File: src/rtl/icap_pkg.sv
// icap_pkg: FSM encodings and ICAPE3 command words shared by the
// arbiter, its requesters and benches.
package icap_pkg;

   localparam logic [1:0] ST_IDLE    = 2'd0;
   localparam logic [1:0] ST_GRANT   = 2'd1;
   localparam logic [1:0] ST_OWN     = 2'd2;
   localparam logic [1:0] ST_RELEASE = 2'd3;

   typedef logic [31:0] icap_word_t;

   localparam icap_word_t CMD_DUMMY    = 32'hFFFFFFFF;
   localparam icap_word_t CMD_SYNC     = 32'hAA995566;
   localparam icap_word_t CMD_NOOP     = 32'h20000000;
   localparam icap_word_t CMD_WRWBSTAR = 32'h30020001;
   localparam icap_word_t CMD_WRCMD    = 32'h30008001;
   localparam icap_word_t CMD_IPROG    = 32'h0000000F;

   // ICAPE3 wants each byte bit-reversed; these are the wire forms.
   localparam icap_word_t SW_DUMMY    = 32'hFFFFFFFF;
   localparam icap_word_t SW_SYNC     = 32'h5599AA66;
   localparam icap_word_t SW_NOOP     = 32'h04000000;
   localparam icap_word_t SW_WRWBSTAR = 32'h0C400080;
   localparam icap_word_t SW_WRCMD    = 32'h0C000180;
   localparam icap_word_t SW_IPROG    = 32'h000000F0;

   function automatic icap_word_t bitswap(icap_word_t w);
      icap_word_t r;
      for (int b = 0; b < 4; b++)
         for (int i = 0; i < 8; i++)
            r[8*b+i] = w[8*b+7-i];
      return r;
   endfunction

   function automatic int idx_w(int n);
      return (n > 1) ? $clog2(n) : 1;
   endfunction

endpackage

File: src/rtl/icap_arbiter_if.sv
// icap_arbiter_if: requester- and ICAPE3-side signals of the arbiter.
// slave is the arbiter's view, master the surrounding logic's.
interface icap_arbiter_if #(
   parameter int P_NREQ = 2
) ();

   logic [P_NREQ-1:0]    I_req;
   logic [P_NREQ-1:0]    O_gnt;
   logic [P_NREQ-1:0]    I_csib;
   logic [P_NREQ-1:0]    I_rdwrb;
   logic [32*P_NREQ-1:0] I_din;
   logic [31:0]          O_dout;
   logic                 O_avail;
   logic                 O_timeout;
   logic [2:0]           O_owner;
   logic                 O_icap_csib;
   logic                 O_icap_rdwrb;
   logic [31:0]          O_icap_i;
   logic [31:0]          I_icap_o;
   logic                 I_icap_avail;

   modport slave (
      input  I_req, I_csib, I_rdwrb, I_din,
      input  I_icap_o, I_icap_avail,
      output O_gnt, O_dout, O_avail, O_timeout, O_owner,
      output O_icap_csib, O_icap_rdwrb, O_icap_i
   );

   modport master (
      output I_req, I_csib, I_rdwrb, I_din,
      output I_icap_o, I_icap_avail,
      input  O_gnt, O_dout, O_avail, O_timeout, O_owner,
      input  O_icap_csib, O_icap_rdwrb, O_icap_i
   );

endinterface

File: src/rtl/icap_arbiter_rr_pick.sv
// rr_pick: first set bit of req at or after ptr, wrapping modulo
// P_NREQ. Purely combinational.
module rr_pick
   import icap_pkg::*;
#(
   parameter  int P_NREQ = 2,
   localparam int IW     = idx_w(P_NREQ)
) (
   input  logic [P_NREQ-1:0] req,
   input  logic [IW-1:0]     ptr,
   output logic              valid,
   output logic [IW-1:0]     index
);

   always_comb begin
      logic [IW-1:0] j;
      valid = 1'b0;
      index = '0;
      j     = '0;
      // Walk downward so the nearest candidate is written last.
      for (int i = P_NREQ - 1; i >= 0; i--) begin
         j = IW'((int'(ptr) + i) % P_NREQ);
         if (req[j]) begin
            valid = 1'b1;
            index = j;
         end
      end
   end

endmodule

File: src/rtl/icap_arbiter.sv
// icap_arbiter: round-robin ownership of the single ICAPE3 port,
// with a CSIB-high guard gap on hand-over and an ownership watchdog.
module icap_arbiter
   import icap_pkg::*;
#(
   parameter int          P_NREQ    = 2,
   parameter int          P_GAP     = 2,
   parameter logic [15:0] P_TIMEOUT = 16'd65535
) (
   input logic           I_clk,
   input logic           I_rst_n,
   icap_arbiter_if.slave bus
);

   localparam int IW = idx_w(P_NREQ);
   localparam int GW = $clog2(P_GAP + 1);

   logic [1:0]        state;
   logic [IW-1:0]     sel;
   logic [IW-1:0]     ptr;
   logic [IW-1:0]     sel_next;
   logic [IW-1:0]     pick_idx;
   logic              pick_valid;
   logic [P_NREQ-1:0] mask;
   logic [P_NREQ-1:0] cand;
   logic [P_NREQ-1:0] sel_hot;
   logic [15:0]       tcnt;
   logic [15:0]       tcnt_inc;
   logic              timeout_hit;
   logic [GW-1:0]     gap;
   logic              own_req;
   logic              own_csib;
   logic              own_rdwrb;
   logic [31:0]       own_din;

   assign cand = bus.I_req & ~mask;

   rr_pick #(
      .P_NREQ(P_NREQ)
   ) u_pick (
      .req  (cand),
      .ptr  (ptr),
      .valid(pick_valid),
      .index(pick_idx)
   );

   assign sel_hot  = P_NREQ'(1) << sel;
   assign sel_next = (sel == IW'(P_NREQ - 1)) ? '0 : sel + 1'b1;
   assign tcnt_inc = (tcnt == 16'hFFFF) ? tcnt : tcnt + 16'd1;

   assign timeout_hit = (P_TIMEOUT != 16'd0) &&
                        (tcnt_inc == P_TIMEOUT);

   assign own_req   = bus.I_req[sel];
   assign own_csib  = bus.I_csib[sel];
   assign own_rdwrb = bus.I_rdwrb[sel];

   always_comb begin
      own_din = '0;
      for (int k = 0; k < P_NREQ; k++)
         if (sel == IW'(k))
            own_din = bus.I_din[32*k +: 32];
   end

   always_ff @(posedge I_clk or negedge I_rst_n) begin
      if (!I_rst_n) begin
         state            <= ST_IDLE;
         sel              <= '0;
         ptr              <= '0;
         mask             <= '0;
         tcnt             <= '0;
         gap              <= '0;
         bus.O_gnt        <= '0;
         bus.O_icap_csib  <= 1'b1;
         bus.O_icap_rdwrb <= 1'b1;
         bus.O_icap_i     <= '0;
         bus.O_dout       <= '0;
         bus.O_avail      <= 1'b0;
         bus.O_timeout    <= 1'b0;
         bus.O_owner      <= '0;
      end else begin
         bus.O_dout    <= bus.I_icap_o;
         bus.O_avail   <= bus.I_icap_avail;
         bus.O_timeout <= 1'b0;
         mask          <= mask & bus.I_req;
         case (state)
            ST_IDLE: begin
               if (pick_valid && bus.I_icap_avail) begin
                  sel   <= pick_idx;
                  state <= ST_GRANT;
               end
            end
            ST_GRANT: begin
               bus.O_gnt   <= sel_hot;
               bus.O_owner <= 3'(sel);
               tcnt        <= '0;
               state       <= ST_OWN;
            end
            ST_OWN: begin
               tcnt <= tcnt_inc;
               if (!own_req || timeout_hit) begin
                  bus.O_gnt        <= '0;
                  bus.O_icap_csib  <= 1'b1;
                  bus.O_icap_rdwrb <= 1'b1;
                  bus.O_icap_i     <= '0;
                  ptr              <= sel_next;
                  gap              <= '0;
                  state            <= ST_RELEASE;
                  // Still requesting here means the watchdog fired.
                  if (own_req) begin
                     bus.O_timeout <= 1'b1;
                     mask <= (mask & bus.I_req) | sel_hot;
                  end
               end else begin
                  bus.O_icap_csib  <= own_csib;
                  bus.O_icap_rdwrb <= own_rdwrb;
                  bus.O_icap_i     <= own_din;
               end
            end
            ST_RELEASE: begin
               if (gap == GW'(P_GAP - 1))
                  state <= ST_IDLE;
               else
                  gap <= gap + 1'b1;
            end
            default: begin
               bus.O_gnt        <= '0;
               bus.O_icap_csib  <= 1'b1;
               bus.O_icap_rdwrb <= 1'b1;
               bus.O_icap_i     <= '0;
               gap              <= '0;
               state            <= ST_RELEASE;
            end
         endcase
      end
   end

endmodule

File: src/flat_wrapper.sv
// flat-port wrapper written by rule: the top's interface ports become plain ports
module icap_arbiter_flat import icap_pkg::*;
#(
   parameter int          P_NREQ    = 2,
   parameter int          P_GAP     = 2,
   parameter logic [15:0] P_TIMEOUT = 16'd65535
)
  (I_clk, I_rst_n, bus_I_req, bus_I_csib, bus_I_rdwrb, bus_I_din, bus_I_icap_o, bus_I_icap_avail, bus_O_gnt, bus_O_dout, bus_O_avail, bus_O_timeout, bus_O_owner, bus_O_icap_csib, bus_O_icap_rdwrb, bus_O_icap_i);
  icap_arbiter_if #(.P_NREQ(P_NREQ)) bus_i ();
  input logic I_clk;
  input logic I_rst_n;
  input wire logic [$bits(bus_i.I_req)-1:0] bus_I_req;
  input wire logic [$bits(bus_i.I_csib)-1:0] bus_I_csib;
  input wire logic [$bits(bus_i.I_rdwrb)-1:0] bus_I_rdwrb;
  input wire logic [$bits(bus_i.I_din)-1:0] bus_I_din;
  input wire logic [$bits(bus_i.I_icap_o)-1:0] bus_I_icap_o;
  input wire logic [$bits(bus_i.I_icap_avail)-1:0] bus_I_icap_avail;
  output wire logic [$bits(bus_i.O_gnt)-1:0] bus_O_gnt;
  output wire logic [$bits(bus_i.O_dout)-1:0] bus_O_dout;
  output wire logic [$bits(bus_i.O_avail)-1:0] bus_O_avail;
  output wire logic [$bits(bus_i.O_timeout)-1:0] bus_O_timeout;
  output wire logic [$bits(bus_i.O_owner)-1:0] bus_O_owner;
  output wire logic [$bits(bus_i.O_icap_csib)-1:0] bus_O_icap_csib;
  output wire logic [$bits(bus_i.O_icap_rdwrb)-1:0] bus_O_icap_rdwrb;
  output wire logic [$bits(bus_i.O_icap_i)-1:0] bus_O_icap_i;
  assign bus_i.I_req = bus_I_req;
  assign bus_i.I_csib = bus_I_csib;
  assign bus_i.I_rdwrb = bus_I_rdwrb;
  assign bus_i.I_din = bus_I_din;
  assign bus_i.I_icap_o = bus_I_icap_o;
  assign bus_i.I_icap_avail = bus_I_icap_avail;
  assign bus_O_gnt = bus_i.O_gnt;
  assign bus_O_dout = bus_i.O_dout;
  assign bus_O_avail = bus_i.O_avail;
  assign bus_O_timeout = bus_i.O_timeout;
  assign bus_O_owner = bus_i.O_owner;
  assign bus_O_icap_csib = bus_i.O_icap_csib;
  assign bus_O_icap_rdwrb = bus_i.O_icap_rdwrb;
  assign bus_O_icap_i = bus_i.O_icap_i;
  icap_arbiter #(.P_NREQ(P_NREQ), .P_GAP(P_GAP), .P_TIMEOUT(P_TIMEOUT)) u_core (.I_clk(I_clk), .I_rst_n(I_rst_n), .bus(bus_i));
endmodule
File: config.mk
export PLATFORM = sky130hd
export DESIGN_NAME = icap_arbiter_flat
export DESIGN_NICKNAME = d
export VERILOG_FILES = /design/src/rtl/icap_pkg.sv /design/src/rtl/icap_arbiter_if.sv /design/src/rtl/icap_arbiter_rr_pick.sv /design/src/rtl/icap_arbiter.sv /design/src/flat_wrapper.sv
export SDC_FILE = /design/constraint.sdc
export NUM_CORES = 1
export LEC_CHECK = 0
export CORE_ASPECT_RATIO = 0.75
export CORE_UTILIZATION = 43
export DETAILED_ROUTE_END_ITERATION = 10
export GPL_ROUTABILITY_DRIVEN = 0
export MAX_ROUTING_LAYER = met4
export PLACE_DENSITY_LB_ADDON = 0.3
export SLEW_MARGIN = 30
export SYNTH_ARGS = -nofsm -noshare
export SYNTH_HDL_FRONTEND = slang
export SYNTH_SLANG_ARGS = --single-unit
File: constraint.sdc
create_clock -name I_clk -period 3.6 [get_ports I_clk]
set_input_delay 0.72 -clock I_clk [delete_from_list [all_inputs] [get_ports I_clk]]
set_output_delay 0.72 -clock I_clk [all_outputs]
set_load 0.03 [all_outputs]
Word-level counts from Yosys, hierarchy flattened
Cells that the tools add are included.
{"block": "totals", "ff_bits": 95, "inputBits": 105, "out_inout_bits": 73, "wordCells": 82}
{"block": "op_classes", "n_addsub": 4, "order_cmp": 3, "eq_ne": 10, "n_shift": 1, "muxes": 35, "bitwise": 4, "n_reduce_logical": 11}
{"operator": "32-bit 2-to-1 mux", "n": 2}
{"operator": "16-bit == test (second input constant)", "n": 2}
{"operator": "16-bit one-hot mux with 2 select lines", "n": 1}
{"operator": "1-bit 2-to-1 mux", "n": 20}
{"operator": "16-bit by 1-bit adder with 16-bit output (second input constant)", "n": 1}
{"operator": "16-bit 2-to-1 mux", "n": 1}
{"operator": "2-bit 2-to-1 mux", "n": 8}
{"operator": "2-bit one-hot mux with 2 select lines", "n": 2}
{"operator": "2-bit one-hot mux with 4 select lines", "n": 1}
{"operator": "1-bit by 2-bit < comparator with 1-bit output (second input constant)", "n": 3}
{"operator": "2-bit by 1-bit inequality test with 1-bit output (second input constant)", "n": 3}
{"operator": "2-bit AND reduction", "n": 3}
{"operator": "3-bit AND reduction", "n": 2}
{"operator": "2-bit AND", "n": 2}
{"operator": "2-bit by 1-bit == test with 1-bit output (second input constant)", "n": 2}
{"operator": "2-bit == test (second input constant)", "n": 2}
{"operator": "2-bit nonzero test", "n": 2}
{"operator": "1-bit adder (second input constant)", "n": 2}
{"operator": "2-bit by 1-bit adder with 2-bit output (second input constant)", "n": 1}
{"operator": "2-bit logical NOT", "n": 1}
{"operator": "2-bit inequality test (second input constant)", "n": 1}
{"operator": "2-bit NOT", "n": 1}
{"operator": "2-bit bitwise OR", "n": 1}
{"operator": "1-bit by 1-bit << shifter with 2-bit output (first input constant)", "n": 1}
{"operator": "other kinds (3)", "n": 3}

Depth between registers and ports, before layout
{"block": "logic_depth", "ltp_word": 9, "depth_mapped": 11, "depth_no_buf": 8}

Cells and area by module
Synthesis repeated with hierarchy kept, for this count alone.
{"block": "unflattened", "hier_cells": 376, "hier_area_um2": 4332.9}
{"mod": "icap_arbiter", "n_inst": 1, "cells_per_inst": 373, "area_per_inst_um2": 4315.4, "seq_area_each_um2": 2379.8}
{"mod": "rr_pick", "n_inst": 1, "cells_per_inst": 3, "area_per_inst_um2": 17.5, "seq_area_each_um2": 0.0}

Worst setup path after synthesis
Ideal clock, no wire load.
{"block": "synth_timing", "path_type": "reg2reg", "startpoint": "reg u_core.tcnt[0]", "endpoint": "reg u_core.bus.O_icap_i[0]", "setup_time_ns": 0.119, "t_arrival_ns": 2.665, "required_ns": 3.481, "setup_slack_ns": 0.816, "stages_incl_launch_ff": 12, "path_buffers": 3, "period_less_slack_ns": 2.784, "cell_sequence": "dfrtp_1 > ha_1 > buf_2 > nand4_2 > nor4_4 > a41oi_1 > a2111o_1 > a2111oi_4 > or2_1 > buf_6 > buf_12 > o2bb2ai_2"}
{"block": "synth_via", "elab_chain_cells": 5, "word_cells_on_any_way": 6, "cone_classes": "add/sub (1); eq/ne (2); mux (2); reduce/logical (1)"}
{"item": "from (decl)", "line": "icap_arbiter.sv:27", "rtl": "logic [15:0] tcnt;"}
{"item": "from (signal assigned)", "line": "icap_arbiter.sv:100", "rtl": "tcnt <= tcnt_inc;"}
{"item": "16-bit by 1-bit adder with 16-bit output / 16-bit == test (equally long branches)", "line": "icap_arbiter.sv:49", "rtl": "assign tcnt_inc = (tcnt == 16'hFFFF) ? tcnt : tcnt + 16'd1;"}
{"item": "16-bit 2-to-1 mux (*)", "line": "icap_arbiter.sv:49"}
{"item": "16-bit == test (*)", "line": "icap_arbiter.sv:52", "rtl": "(tcnt_inc == P_TIMEOUT);"}
{"item": "1-bit logical OR (*)", "line": "icap_arbiter.sv:101", "rtl": "if (!own_req || timeout_hit) begin"}
{"item": "32-bit 2-to-1 mux (*)", "line": "icap_arbiter.sv:101"}
{"item": "to (signal assigned)", "line": "icap_arbiter.sv:117", "rtl": "bus.O_icap_i <= own_din;"}
{"item": "to (decl)", "line": "icap_arbiter_if.sv:26", "rtl": "output O_icap_csib, O_icap_rdwrb, O_icap_i"}
Mark *: on every way between the ends. The rest lies on a longest branch, timed or not.
A chain may end at the register's enable or synchronous reset.

Worst setup path after layout
{"block": "layout_timing", "startpoint": "reg u_core.tcnt[0]", "endpoint": "reg u_core.gap[0]"}
{"block": "layout_via", "elab_chain_cells": 6, "word_cells_on_any_way": 7, "cone_classes": "add/sub (1); eq/ne (3); mux (1); reduce/logical (2)"}
{"item": "16-bit by 1-bit adder with 16-bit output / 16-bit == test (equally long branches)", "line": "icap_arbiter.sv:49"}
{"item": "16-bit 2-to-1 mux (*)", "line": "icap_arbiter.sv:49"}
{"item": "16-bit == test (*)", "line": "icap_arbiter.sv:52"}
{"item": "1-bit logical OR (*)", "line": "icap_arbiter.sv:101"}
{"item": "2-bit by 1-bit inequality test with 1-bit output (no line) (*)"}
{"item": "3-bit AND reduction (no line) (*)"}
{"item": "to (signal assigned)", "line": "icap_arbiter.sv:124", "rtl": "gap <= gap + 1'b1;"}
{"item": "to (decl)", "line": "icap_arbiter.sv:30", "rtl": "logic [GW-1:0] gap;"}
Marked as above.

==> flow_metrics.env <==
export IMPL_place_hpwl_mm=8.33
export IMPL_fmax_ghz=0.312
export IMPL_seqCellArea_um2=2380
export IMPL_n_fill_cell=733
export IMPL_worst_path_buf_inv=1
export IMPL_synth_seq_area_share=0.550
export IMPL_core_um2=9700
export IMPL_grt_max_degree=74
export IMPL_setup_worst_path_class="flip-flop to flip-flop"
export IMPL_r2r_end="u_core.gap[0]$_DFFE_PN0P_"
export IMPL_antenna_found_initial=0
export IMPL_diodes=0
export IMPL_cts_hold_buf=0
export IMPL_cts_setup_buffers=0
export IMPL_cp_slowest_cell="nor4_1"
export IMPL_p_leak_nw=2.70
export IMPL_grt_pass1_wl_mm=17.5
export IMPL_final_cell_mix="clkdlybuf4s50_1 (174), dfrtp_1 (92), mux2i_1 (38)"
export IMPL_die_h_um=88.8
export IMPL_drive_gt1_frac=0.123
export IMPL_port_buffers=175
export IMPL_multi_input_area_um2=1750
export IMPL_ff2ff_path_depth=9
export IMPL_root_buffer="clkbuf_16"
export IMPL_worst_pin_slew_ns=0.656
export IMPL_avgSynthCellArea_um2=12.7
export IMPL_critPathTopFamily="simple AND/OR/NAND/NOR gates"
export IMPL_clk_latency_ns=0.34
export IMPL_wl_per_cell_um=17.4
export IMPL_ys_ff_latch=95
export IMPL_ys_async_sr_fraction=1.00
export IMPL_rrSetupSlack_ns=0.39
export IMPL_ios=178
export IMPL_power_density_nw_per_um2=686
export IMPL_postRouteAntennaNets=0
export IMPL_slowest_delay_ns=0.64
export IMPL_grt_setup_unrepaired="no"
export IMPL_grt_pass1_vias=3468
export IMPL_cp_max_fo=13
export IMPL_worst_slack_ns=0.395
export IMPL_synth_edf_count=0
export IMPL_start_kind="flip-flop"
export IMPL_period_minus_slack_ns=3.21
export IMPL_clk_pin_slew_ns=0.07
export IMPL_hold_path_class="primary input to asynchronous set/reset pin"
export IMPL_via_per_inst=5.38
export IMPL_rr_startpoint="u_core.tcnt[0]$_DFFE_PN0P_"
export IMPL_wl_mm=11.3
export IMPL_cp_depth=9
export IMPL_peakVddDrop_mv=0.372
export IMPL_htree_levels=3
export IMPL_cts_tree="done"
export IMPL_drtIter0Drc=201
export IMPL_yosys_warnings=0
export IMPL_nets=625
export IMPL_finalCritPeriodShare=0.890
export IMPL_start_util=0.446
export IMPL_clock_skew_ns=0.00663
export IMPL_crit_end="u_core.gap[0]$_DFFE_PN0P_"
export IMPL_slew_headroom=0.558
export IMPL_placement_rows=31
export IMPL_crit_path_end_kind="flip-flop"
export IMPL_grt_use_total=0.229
export IMPL_ys_types=55
export IMPL_die_w_um=118
export IMPL_cts_sinks=95
export IMPL_crit_arrival_ns=3.43
export IMPL_synthFlopType="dfrtp_1"
export IMPL_syn_inst=341
export IMPL_cts_buffer_depth=2
export IMPL_syn_to_final_growth_pct=49.7
export IMPL_pre_cts_slack_ns=0.461
export IMPL_drcViolationCount=0
export IMPL_status="completed"
export IMPL_overflow=0
export IMPL_slew_violations=0
export IMPL_post_cts_resized=0
export IMPL_fin_setup_tns_ns=0
export IMPL_synth_area_um2=4320
export IMPL_final_common_cell="clkdlybuf4s50_1"
export IMPL_cts_buffers_inserted=9
export IMPL_cap_violations=0
export IMPL_crit_chain="ha_1, nand4_2, nor4_1, nor3_1, o211ai_1, a2111oi_4, or2_2, buf_4, a221o_1"
export IMPL_final_setup_viol_count=0
export IMPL_dieArea_um2=10500
export IMPL_critPathRequiredTime_ns=3.82
export IMPL_vias=3502
export IMPL_dr_pass1_iters=5
export IMPL_cp_startpoint="u_core.tcnt[0]$_DFFE_PN0P_"
export IMPL_hold_viol=0
==> worst register-to-register path, delay by kind of cell, from the launching register on <==
family / cells / cell delay, ns
and+or+nand+nor: 4 / 1.38
AOI/OAI and AO/OA: 3 / 0.65
DFF: 1 / 0.48
adders and majority gates: 1 / 0.37
buffers and inverters: 1 / 0.21
==> synth_stat cells, types with 3 or more instances <==
cell type	n	area share
buf_2	3	0.0035
a22o_1	4	0.0081
a31oi_1	5	0.0072
nand3_1	4	0.0046
o21ai_0	16	0.019
nand4_1	4	0.0058
ha_1	6	0.017
a21oi_1	10	0.012
nand2_1	17	0.015
mux2_2	4	0.010
nor2_1	13	0.011
nor2b_1	5	0.0072
inv_1	12	0.010
mux2i_1	38	0.088
nor3_1	8	0.0093
o2bb2ai_1	15	0.030
dfrtp_1	93	0.54
clkbuf_1	11	0.0095
o2bb2ai_2	22	0.076
o211ai_1	3	0.0052
==> report_power, final <==
part,switching [W],internal (W)
combinational,0.00117,0.000864
clock,0.000411,0.000560
sequential,0.000154,0.00129
total,0.00173,0.00271
==> area by class of cell <==
type,instances,area share
sequential,95,0.368
timing repair buffer,184,0.281
multi-input combinational,212,0.271
clock buffer,10,0.0369
tap,132,0.0255
clock inverter,6,0.0104
inverter,12,0.00696
==> registers in the layout, indices dropped and copies added, names as in the netlist <==
signal                   flops
u_core.bus.O_gnt             2
u_core.mask                  2
u_core.bus.O_dout           32
u_core.tcnt                 16
u_core.bus.O_icap_rdwrb      1
u_core.sel                   1
u_core.bus.O_icap_i         32
u_core.state                 2
u_core.gap                   2
u_core.bus.O_timeout         1
u_core.ptr                   1
u_core.bus.O_avail           1
u_core.bus.O_icap_csib       1
u_core.bus.O_owner           1
==> stage by stage <==
step                hold slack (ns)  power, W  area (um^2)  std cells   util
finish                        0.369   0.00444         6470        651  0.667
global route                  0.435   0.00467         6470        651  0.667
CTS                           0.494   0.00447         6470        651  0.667
detailed placement            0.472   0.00349         6160        635  0.635
global placement              0.469   0.00344         6160        635  0.635
floorplan                     0.424   0.00277         4330        342      -
==> worst min-delay path by stage <==
stage	to	slack [ns]	cells past startpoint
global route	u_core.bus.O_dout[28]$_DFF_PN0_	0.44	1
detailed placement	u_core.bus.O_icap_i[21]$_DFFE_PN0P_	0.47	1
CTS	u_core.bus.O_icap_i[22]$_DFFE_PN0P_	0.49	1
global placement	u_core.bus.O_icap_i[23]$_DFFE_PN0P_	0.47	1
finish	u_core.bus.O_dout[8]$_DFF_PN0_	0.37	1
floorplan	u_core.bus.O_avail$_DFF_PN0_	0.42	0
==> cell families after synthesis <==
logic type,synth area share
DFF,0.550
muxes,0.0984
and+or+nand+nor,0.0894
AOI/OAI and AO/OA,0.194
other,0.000867
adders and majority gates,0.0174
xor gates and xnor gates,0.00405
buffers and inverters,0.0451
==> routing by layer <==
layer / wire length [um] / global-route usage / part of all wire / vias to the layer above
met5: 0 / - / 0 / -
met2: 5610 / 0.370 / 0.50 / 171
met4: 244 / 0.0723 / 0.022 / 0
met3: 818 / 0.0651 / 0.072 / 30
li1: - / - / - / 1614
met1: 4660 / 0.281 / 0.41 / 1687
No activity file was read; power rests on OpenSTA's default activity.
